===== src/rtl/alu_pkg.sv =====
// Shared ALU definitions: opcode encodings, fault codes, default widths and issuer FSM states.
// Imported by the command issuer and anything that needs to decode ALU selects.
package alu_pkg;

  localparam int DATA_W_DEF = 8;
  localparam int SEL_W_DEF  = 4;

  localparam logic [7:0] ALU_ERR_CODE = 8'hAC;
  localparam logic [7:0] DIV0_CODE    = 8'hFF;

  typedef enum logic [3:0] {
    ALU_ADD = 4'b0000,
    ALU_SUB = 4'b0001,
    ALU_MUL = 4'b0010,
    ALU_DIV = 4'b0011
  } alu_op_e;

  typedef enum logic [1:0] {
    ST_IDLE = 2'd0,
    ST_WAIT = 2'd1,
    ST_RESP = 2'd2
  } issuer_state_e;

endpackage


===== src/rtl/alu_cmd_issuer.sv =====
// Issues one command at a time to a registered ALU and returns a tagged response.
// Latency: response valid ALU_LATENCY+1 edges after accept; divide-by-zero responds on the accept edge.
// Backpressure: cmd_ready only in IDLE; response held until rsp_ready. ALU_ISSUER_STATS_EN adds counters.
module alu_cmd_issuer
  import alu_pkg::*;
#(
  parameter int DATA_W      = DATA_W_DEF,
  parameter int SEL_W       = SEL_W_DEF,
  parameter int TAG_W       = 4,
  parameter int ALU_LATENCY = 1
) (
  input  logic              clock,
  input  logic              reset,
  input  logic              cmd_valid,
  output logic              cmd_ready,
  input  logic [SEL_W-1:0]  cmd_op,
  input  logic [DATA_W-1:0] cmd_a,
  input  logic [DATA_W-1:0] cmd_b,
  input  logic [TAG_W-1:0]  cmd_tag,
  output logic [DATA_W-1:0] alu_a,
  output logic [DATA_W-1:0] alu_b,
  output logic [SEL_W-1:0]  alu_sel,
  input  logic [DATA_W-1:0] alu_out,
  input  logic              alu_carry,
  output logic              rsp_valid,
  input  logic              rsp_ready,
  output logic [DATA_W-1:0] rsp_data,
  output logic              rsp_carry,
  output logic              rsp_err,
  output logic [TAG_W-1:0]  rsp_tag
`ifdef ALU_ISSUER_STATS_EN
  ,
  output logic [15:0]       stat_cmds,
  output logic [15:0]       stat_errs
`endif
);

  localparam int CNT_W = $clog2(ALU_LATENCY + 1);
  localparam logic [SEL_W-1:0] OP_ADD = SEL_W'(ALU_ADD);
  localparam logic [SEL_W-1:0] OP_DIV = SEL_W'(ALU_DIV);

  issuer_state_e      state_q;
  logic [CNT_W-1:0]   cnt_q;
  logic [DATA_W-1:0]  alu_a_q;
  logic [DATA_W-1:0]  alu_b_q;
  logic [SEL_W-1:0]   alu_sel_q;
  logic [TAG_W-1:0]   tag_q;
  logic               rsp_valid_q;
  logic [DATA_W-1:0]  rsp_data_q;
  logic               rsp_carry_q;
  logic               rsp_err_q;
  logic [TAG_W-1:0]   rsp_tag_q;

  logic cmd_div0;
  logic sel_legal;

  assign cmd_div0  = (cmd_op == OP_DIV) && (cmd_b == '0);
  assign sel_legal = (alu_sel_q <= OP_DIV);

  // Ready is forced low while reset is held so nothing is accepted in a reset cycle.
  assign cmd_ready = (state_q == ST_IDLE) && !reset;

  always_ff @(posedge clock) begin
    if (reset) begin
      state_q     <= ST_IDLE;
      cnt_q       <= '0;
      alu_a_q     <= '0;
      alu_b_q     <= '0;
      alu_sel_q   <= '0;
      tag_q       <= '0;
      rsp_valid_q <= 1'b0;
      rsp_data_q  <= '0;
      rsp_carry_q <= 1'b0;
      rsp_err_q   <= 1'b0;
      rsp_tag_q   <= '0;
    end else begin
      case (state_q)
        ST_IDLE: begin
          if (cmd_valid) begin
            if (cmd_div0) begin
              // Divide by zero never reaches the ALU; operands keep their old values.
              rsp_data_q  <= '1;
              rsp_carry_q <= 1'b0;
              rsp_err_q   <= 1'b1;
              rsp_tag_q   <= cmd_tag;
              rsp_valid_q <= 1'b1;
              state_q     <= ST_RESP;
            end else begin
              alu_a_q   <= cmd_a;
              alu_b_q   <= cmd_b;
              alu_sel_q <= cmd_op;
              tag_q     <= cmd_tag;
              cnt_q     <= CNT_W'(ALU_LATENCY);
              state_q   <= ST_WAIT;
            end
          end
        end
        ST_WAIT: begin
          if (cnt_q != '0) begin
            cnt_q <= cnt_q - CNT_W'(1);
          end else begin
            rsp_data_q  <= alu_out;
            rsp_carry_q <= (alu_sel_q == OP_ADD) && alu_carry;
            rsp_err_q   <= !sel_legal;
            rsp_tag_q   <= tag_q;
            rsp_valid_q <= 1'b1;
            state_q     <= ST_RESP;
          end
        end
        ST_RESP: begin
          if (rsp_ready) begin
            rsp_valid_q <= 1'b0;
            state_q     <= ST_IDLE;
          end
        end
        default: begin
          rsp_valid_q <= 1'b0;
          state_q     <= ST_IDLE;
        end
      endcase
    end
  end

  assign alu_a     = alu_a_q;
  assign alu_b     = alu_b_q;
  assign alu_sel   = alu_sel_q;
  assign rsp_valid = rsp_valid_q;
  assign rsp_data  = rsp_data_q;
  assign rsp_carry = rsp_carry_q;
  assign rsp_err   = rsp_err_q;
  assign rsp_tag   = rsp_tag_q;

`ifdef ALU_ISSUER_STATS_EN
  logic        rsp_fire;
  logic [15:0] stat_cmds_q, stat_cmds_d;
  logic [15:0] stat_errs_q, stat_errs_d;

  assign rsp_fire = rsp_valid_q && rsp_ready;

  // Saturating counters, both advanced on the response handshake.
  always_comb begin
    stat_cmds_d = stat_cmds_q;
    stat_errs_d = stat_errs_q;
    if (rsp_fire && (stat_cmds_q != 16'hFFFF)) begin
      stat_cmds_d = stat_cmds_q + 16'd1;
    end
    if (rsp_fire && rsp_err_q && (stat_errs_q != 16'hFFFF)) begin
      stat_errs_d = stat_errs_q + 16'd1;
    end
  end

  always_ff @(posedge clock) begin
    if (reset) begin
      stat_cmds_q <= '0;
      stat_errs_q <= '0;
    end else begin
      stat_cmds_q <= stat_cmds_d;
      stat_errs_q <= stat_errs_d;
    end
  end

  assign stat_cmds = stat_cmds_q;
  assign stat_errs = stat_errs_q;
`endif

endmodule


===== config.mk =====
export PLATFORM = sky130hd
export DESIGN_NAME = alu_cmd_issuer
export DESIGN_NICKNAME = d
export VERILOG_FILES = /design/src/rtl/alu_pkg.sv /design/src/rtl/alu_cmd_issuer.sv
export SDC_FILE = /design/constraint.sdc
export NUM_CORES = 1
export LEC_CHECK = 0
export CAP_MARGIN = 20
export CORE_UTILIZATION = 41
export DETAILED_ROUTE_END_ITERATION = 12
export PLACE_DENSITY = 0.74
export RECOVER_POWER = 100
export SYNTH_ARGS = -nofsm -noshare
export SYNTH_HDL_FRONTEND = slang
export SYNTH_SLANG_ARGS = --single-unit

===== constraint.sdc =====
create_clock -name clock -period 1.8 [get_ports clock]
set_input_delay 0.36 -clock clock [delete_from_list [all_inputs] [get_ports clock]]
set_output_delay 0.36 -clock clock [all_outputs]
set_load 0.01 [all_outputs]

==> results.tsv <==
stage	metric	value	unit
finish	Antenna Cells	0	
global_routing	met2 usage	26.9	%
placed_design	Placed Area	0.00281	mm2
worst_setup_path	Slowest-stage cell, CP	clkdlybuf4s50_1	
worst_setup_path	CP Capture Type	register	
clock_tree	Inserted Clock Buffers	5	
sta	RSZ-0062 raised after global routing	no	
floorplan	# IOs	73	
global_routing	pin count of the biggest net entering global routing	67	
global_routing	GR Layer Usage met3	4.58	%
worst_setup_path	Critical path buffers and inverters	2	
sta	Final Worst Setup Slack	0.0570	ns
finish	Multi-input gate area	0.00109	mm2
clock_tree	CTS max path bufs	2	
power_and_ir_drop	Leakage	0.00124	uW
floorplan	DIE HEIGHT	72.3	um
clock_tree	CTS tree	done	
finish	layout cell share with drive strength beyond 1	14.3	%
routing	mean routed wirelength per cell	12.8	um
finish	commonest non-fill, non-tap cell in the layout	nand2b_1	
routing	drt via density	4.86	
placed_design	dpl ws	-0.364	ns
worst_setup_path	Max FO, Critical Path	4	
finish	sequential cell area	841	um2
synthesis	Gate Count Post-Synth	201	
clock_tree	H-tree depth	2	
finish	most frequent cells in the layout	nand2b_1 (45), dfxtp_1 (42), clkdlybuf4s50_1 (36), dlygate4sd3_1 (32), mux2i_1 (27)	
synthesis	dominant synthesized flop cell	dfxtp_1	
clock_tree	Clock transition at path regs	0.08	ns
floorplan	Starting Density	42.6	%
global_routing	GRT Max-Usage Layer	met2	
clock_tree	Clock Latency Late Sink	0.29	ns
synthesis	asr flop ratio synth	0	%
synthesis	post-synth net total	238	
sta	fmax	574	MHz
floorplan	Core Rows	25	
routing	WL final	4.44	mm
global_routing	antenna violations before repair	0	
power_and_ir_drop	Flop pwr share	45.9	%
min_path	Hold Crit Class	in2reg	
routing	DR pass1 iterations	4	
finish	Final Cell Area	0.00295	mm2
sta	Max Slew Vio Count	0	
synthesis	synthesized area	0.00203	mm2
clock_tree	CTS Root Cell	clkbuf_8	
power_and_ir_drop	sw frac	25.7	%
job	max_cap viols	0	
sta	max_slew headroom	61.6	%
floorplan	Core Area	0.00475	mm2
global_routing	wire length of the first global-routing pass	7.01	mm
worst_setup_path	Crit path max-delay family	simple AND/OR/NAND/NOR gates	
power_and_ir_drop	power per cell area	775	mW/mm2
sta	Total Neg Setup Slack	0	ns
sta	Tmin final	1.74	ns
synthesis	number of synthesized register bits	42	
global_routing	Total GRT Usage	17.4	%
placed_design	Post-DP HPWL	3.09	mm
power_and_ir_drop	Clk pwr share	31.9	%
finish	Fill cells	438	
placed_design	Port Buffers	72	
placed_design	Placer Congestion	0.785	
power_and_ir_drop	Worst VDD drop	0.429	mV
synthesis	warnings from Yosys	0	
routing	number of routed nets with antenna violations	0	
floorplan	Die Area	0.00523	mm2
synthesis	post-synthesis sequential area ratio	41.5	%
routing	vias	1688	
global_routing	grt total ovfl	0	
sta	measured slew at the worst slew-check pin	0.576	ns
finish	synth-to-layout area growth	45.6	%
routing	DR iter-0 viols	76	
synthesis	Post-synth EDFFs	0	
sta	period utilization	96.8	%
worst_setup_path	critical path's largest stage delay	0.46	ns
worst_setup_path	CP arrival	1.95	ns
finish	layout net count	316	
worst_setup_path	critical path required time	2.01	ns
clock_tree	clk sinks	42	
status	status	finished, final reports clean	
sta	final setup fails	0	
sta	Hold WS	0.409	ns
worst_setup_path	startpoint type of the worst setup path	input pin	
power_and_ir_drop	Logic pwr share	22.2	%
sta	Final Skew	0.00502	ns
synthesis	synthesized area per cell	10.1	um2
floorplan	die width	72.3	um
power_and_ir_drop	Int Pwr	1700	uW
sta	Fin. Hold Viols	0	
synthesis	count of different cell masters after synthesis	33	
power_and_ir_drop	Switch Pwr	588	uW
global_routing	vias in the first global route	1451	
worst_setup_path	cell chain of the critical path	clkdlybuf4s50_1 > nor4_4 > and4_1 > clkbuf_4 > nor2_1 > o31ai_1	
finish	final core utilization	62.1	%
worst_setup_path	Setup CP Type	in2reg	
global_routing	met1 Use GR	23.3	%
routing	DRC viols	0	
## final timing paths
check / from / end / slack, ns / depth (start not counted)
max: cmd_op[2] / rsp_carry$_SDFFE_PP0P_ / 0.06 / 6
min: cmd_b[6] / alu_b[6]$_SDFFE_PP0P_ / 0.41 / 3
max reg2reg: state_q[0]$_SDFFE_PP0P_ / alu_b[5]$_SDFFE_PP0P_ / 0.25 / 4
min reg2reg: alu_b[1]$_SDFFE_PP0P_ / alu_b[1]$_SDFFE_PP0P_ / 0.47 / 2
## area by class of cell
type / count / area share (%)
clock buffers: 5 / 2.33
well taps: 67 / 2.84
multi-input cells: 143 / 36.9
inverters: 1 / 0.127
clock inverters: 3 / 1.36
flip-flops and latches: 42 / 28.5
repair buffers: 86 / 27.9
## worst min-delay path, cell delays in order
cell and delay, ns:
dlymetal6s2s_1 0.16, nand2b_1 0.08, mux2i_1 0.06
## kinds of logic (layout without fill, tap and decap cells)
logic type             count (synthesis)  after routing  synth area share, %
AND/OR/NAND/NOR                       94             95                 29.5
flip-flops                            42             42                 41.5
multiplexers                          27             27                 13.3
AO/OA/AOI/OAI                         21             21                 9.75
buffers and inverters                 17             95                 5.93
## cell usage after synthesis, types with 2 or more instances
library cell / instances / area (um2)
nand2_1: 3 / 11.3
a21oi_1: 2 / 10.0
nand2b_1: 45 / 282
dfxtp_1: 42 / 841
clkbuf_1: 6 / 22.5
nor3_1: 17 / 85.1
nor2_1: 13 / 48.8
a31oi_1: 2 / 12.5
nand3_1: 2 / 10.0
nor4_4: 2 / 42.5
buf_6: 2 / 22.5
buf_12: 2 / 40.0
a211oi_1: 4 / 30.0
mux2i_1: 27 / 270
a211oi_2: 10 / 125
or2b_1: 2 / 15.0
buf_2: 4 / 20.0
## per-stage QoR
stage          power [uW]  std cells
6_report             2290        347
5_1_grt              2400        347
4_1_cts              2320        346
3_5_place_dp         1600        337
3_3_place_gp         1590        337
2_1_floorplan        1350        201
## registers in the layout, indices dropped and copies added, names as in the netlist, 2 cells and up
register,cells
alu_a,8
alu_b,8
alu_sel,4
rsp_data,8
rsp_tag,4
state_q,2
tag_q,4
## per-layer routing
layer  wire length, um  vias up  share of wire, %
met1              2030      785                46
met3               194        7               4.4
met2              2130       45                48
li1                  -      851                 -
met5                 0        -                 0
met4                78        0               1.8
## what timing repair did
action                                  4_1_cts  5_1_grt
setup buffers                                 0        1
cloned                                        1        0
pin swaps                                     0        4
gates resized for setup                       1        5
endpoints found under the setup margin       24       23
hold buffers                                  0        0
## power groups by stage
stage	sequential, uW	combinational, uW	clock, uW
detailed placement	1070	525	0
global route	1060	550	788
finish	1050	507	730
CTS	1050	530	742
floorplan	1100	256	0
global placement	1070	519	0
No activity file was read; power rests on OpenSTA's default activity.
==> edit: new RTL, config.mk and constraints unchanged <==
The option `ALU_ISSUER_STATS_EN` is turned on by a define.
--- a/src/rtl/alu_cmd_issuer.sv
+++ b/src/rtl/alu_cmd_issuer.sv
@@ -3,2 +3,4 @@
 // Backpressure: cmd_ready only in IDLE; response held until rsp_ready. ALU_ISSUER_STATS_EN adds counters.
+`define ALU_ISSUER_STATS_EN
+
 module alu_cmd_issuer
Check against the original RTL (old outputs only; new: stat_cmds and stat_errs): equivalent (Yosys induction, for registers that start in step).
==> edit against the unedited design <==
  * The flow now finishes with violations (setup timing)
  * Sequential cell count grew 32
  * Area after synthesis grew 68%
  * Design area grew 76%
  * Register-to-register slack lost 0.29 ns
  * Largest cell class unchanged
  * Power grew 64%
  * Routed wire length grew 99%
  * Combinational power grew 5.9%
  * Setup slack lost 0.098 ns
  * First-iteration DRC count grew 78%
  * Non-clock buffer count grew 70
==> edit: results (changes against the unedited design) <==
* Outcome: complete, but fails checks
* Failing checks: setup timing
* Initial antenna violation count at 0 (unchanged)
* Post-synth top cells: dfxtp_1, nor2_1, mux2i_1, a21oi_1
* PortBufs at 104 (+44%)
* Syn_nets at 410 (+72%)
* Vias in the first global route at 3,164 (+120%)
* Slew @ Worst Pin at 0.4611 ns (-0.1151 ns)
* Htree depth at 3 (+1)
* Sequential-to-total area share from yosys stat at 43.63% (+2.1 points)
* Post-Synth Adder-Cell Area at 0.7369% (+0.74 points)
* Hold Path Class: reg2reg
* Final worst slack at -0.04114 ns (-0.09815 ns)
* Post-DP HPWL at 6.354 mm (+110%)
* Layout net count at 556 (+76%)
* Crit path DAT at 2.11 ns (+0.16 ns)
* Dpl cell area at 4941 um2 (+76%)
* Post-synthesis xor/xnor area fraction at 0% (unchanged)
* Unique masters post-synth at 51 (+55%)
* Slew Viols, Final at 0 (unchanged)
* Initial DRC count at 135 (+78%)
* Root Buffer: clkbuf_8
* Worst-path clk slew at 0.08 ns (about the same)
* Largest family of logic cells by synthesized area: simple AND/OR/NAND/NOR gates
* Pre-CTS WS at -0.6077 ns (-0.2440 ns)
* Synth area leaders: dfxtp_1, mux2i_1, nor2_1
* FFs w/ async S/R, synth at 0% (unchanged)
* Total GRT Usage at 20.36% (+3.0 points)
* Mux cell area share after synthesis at 10.46% (-2.9 points)
* Clock Skews at 0.01352 ns (+0.008501 ns)
* Largest net degree at the start of global routing at 45 (-33%)
* First-pass GRT wire length at 14.35 mm (+100%)
* CTS buffer count at 9 (+4)
* Gpl congestion at 0.8311 (+5.9%)
* Maximum VDD drop at 0.4945 mV (+15%)
* 1st-pass router iterations at 4 (unchanged)
* Antenna cells at 0 (unchanged)
* Via density at 5.380 (+11%)
* Drt total wl at 8.810 mm (+99%)
* Max FO, Critical Path at 5 (+1)
* Clock Path Buffers at 2 (unchanged)
* Clk Latency, worst-skew pair at 0.34 ns (+0.05 ns)
* Synth Area in Compound Gates at 16.18% (+6.4 points)
* Final Setup Violations at 2 (+2)
* Share of post-route cells with drive strength above 1 at 21.65% (+7.4 points)
* Static Leak at 2.032 nW (+64%)
* Yosys warning count at 0 (unchanged)
-- edit: cell count changes in the layout (fill, tap and decap cells not counted), sizes merged, moves of 12 or more --
cell           delta
nand3            +12
dfxtp            +32
or4              +13
nand2            +13
a21oi            +18
clkdlybuf4s50    +25
buf              +37
nand2b           -44
nor2             +34
o21ai            +13
-- edit: worst max-delay path, cell delays in order, from the launching register on --
cell     delay (ns)
dfxtp_1        0.42
nand3_1        0.12
or4_4          0.55
or4_1          0.53
a21oi_1        0.16
-- edit: final timing paths --
| kind | end | from | depth (start not counted) |
|---|---|---|---|
| setup / recovery | stat_cmds[13] | stat_cmds[1] | 4 |
| hold / removal | rsp_carry | rsp_carry | 2 |
| setup reg to reg | stat_cmds[13] | stat_cmds[1] | 4 |
| hold reg to reg | rsp_carry | rsp_carry | 2 |
-- edit: per-stage QoR --
stage | hold slack, ns | std cells | TNS (ns) | power [W] | utilization, %
after detailed placement | 0.4549 | 608 | -20.61 | 0.002351 | 62.64
after floorplan | 0.4596 | 371 | -0.1649 | 0.002046 | -
final | 0.4686 | 624 | -0.05287 | 0.003741 | 65.82
after global placement | 0.4484 | 608 | -19.28 | 0.002343 | 62.64
after CTS | 0.4753 | 624 | 0 | 0.003806 | 65.74
after global routing | 0.5009 | 624 | -0.6997 | 0.003896 | 65.82
-- edit: final cells by class --
type                       instances  area, um2
sequential                        74       1506
clock inverter                     4      73.82
multi-input combinational        269       1843
clock buffer                      12      155.1
timing repair buffer             156       1459
tap                              102      127.6
inverter                           7      26.28
fill                             661       2696
-- edit: layer usage --
| metal | share of wire, % | track usage [%] | wire length [um] | up-vias |
|---|---|---|---|---|
| met3 | 6.3 | 6.098 | 557 | 6 |
| met2 | 48 | 32.97 | 4194 | 89 |
| met1 | 45 | 25.90 | 3962 | 1568 |
| li1 | - | - | - | 1694 |
| met5 | 0 | 0 | 0 | - |
| met4 | 1.1 | 6.538 | 95 | 0 |
-- edit: cells by family after synthesis --
| group | count (synthesis) |
|---|---|
| buffers and inverters | 28 |
| AND/OR/NAND/NOR | 154 |
| multiplexers | 35 |
| adder cells (fa/ha/maj) | 2 |
| AO/OA/AOI/OAI | 78 |
| flip-flops | 74 |
-- edit: what timing repair did --
item / in CTS / in global routing
setup endpoints to repair: 17 / 15
gates resized for setup: 7 / 13
pin swaps: 1 / 3
setup buffers: 0 / 0
-- edit: power by group --
group / internal [W] / switching, W / total, W
sequential: 0.00170 / 0.0000436 / 0.00175
clock: 0.000858 / 0.000598 / 0.00146
combinational: 0.000297 / 0.000240 / 0.000537
total: 0.00286 / 0.000882 / 0.00374
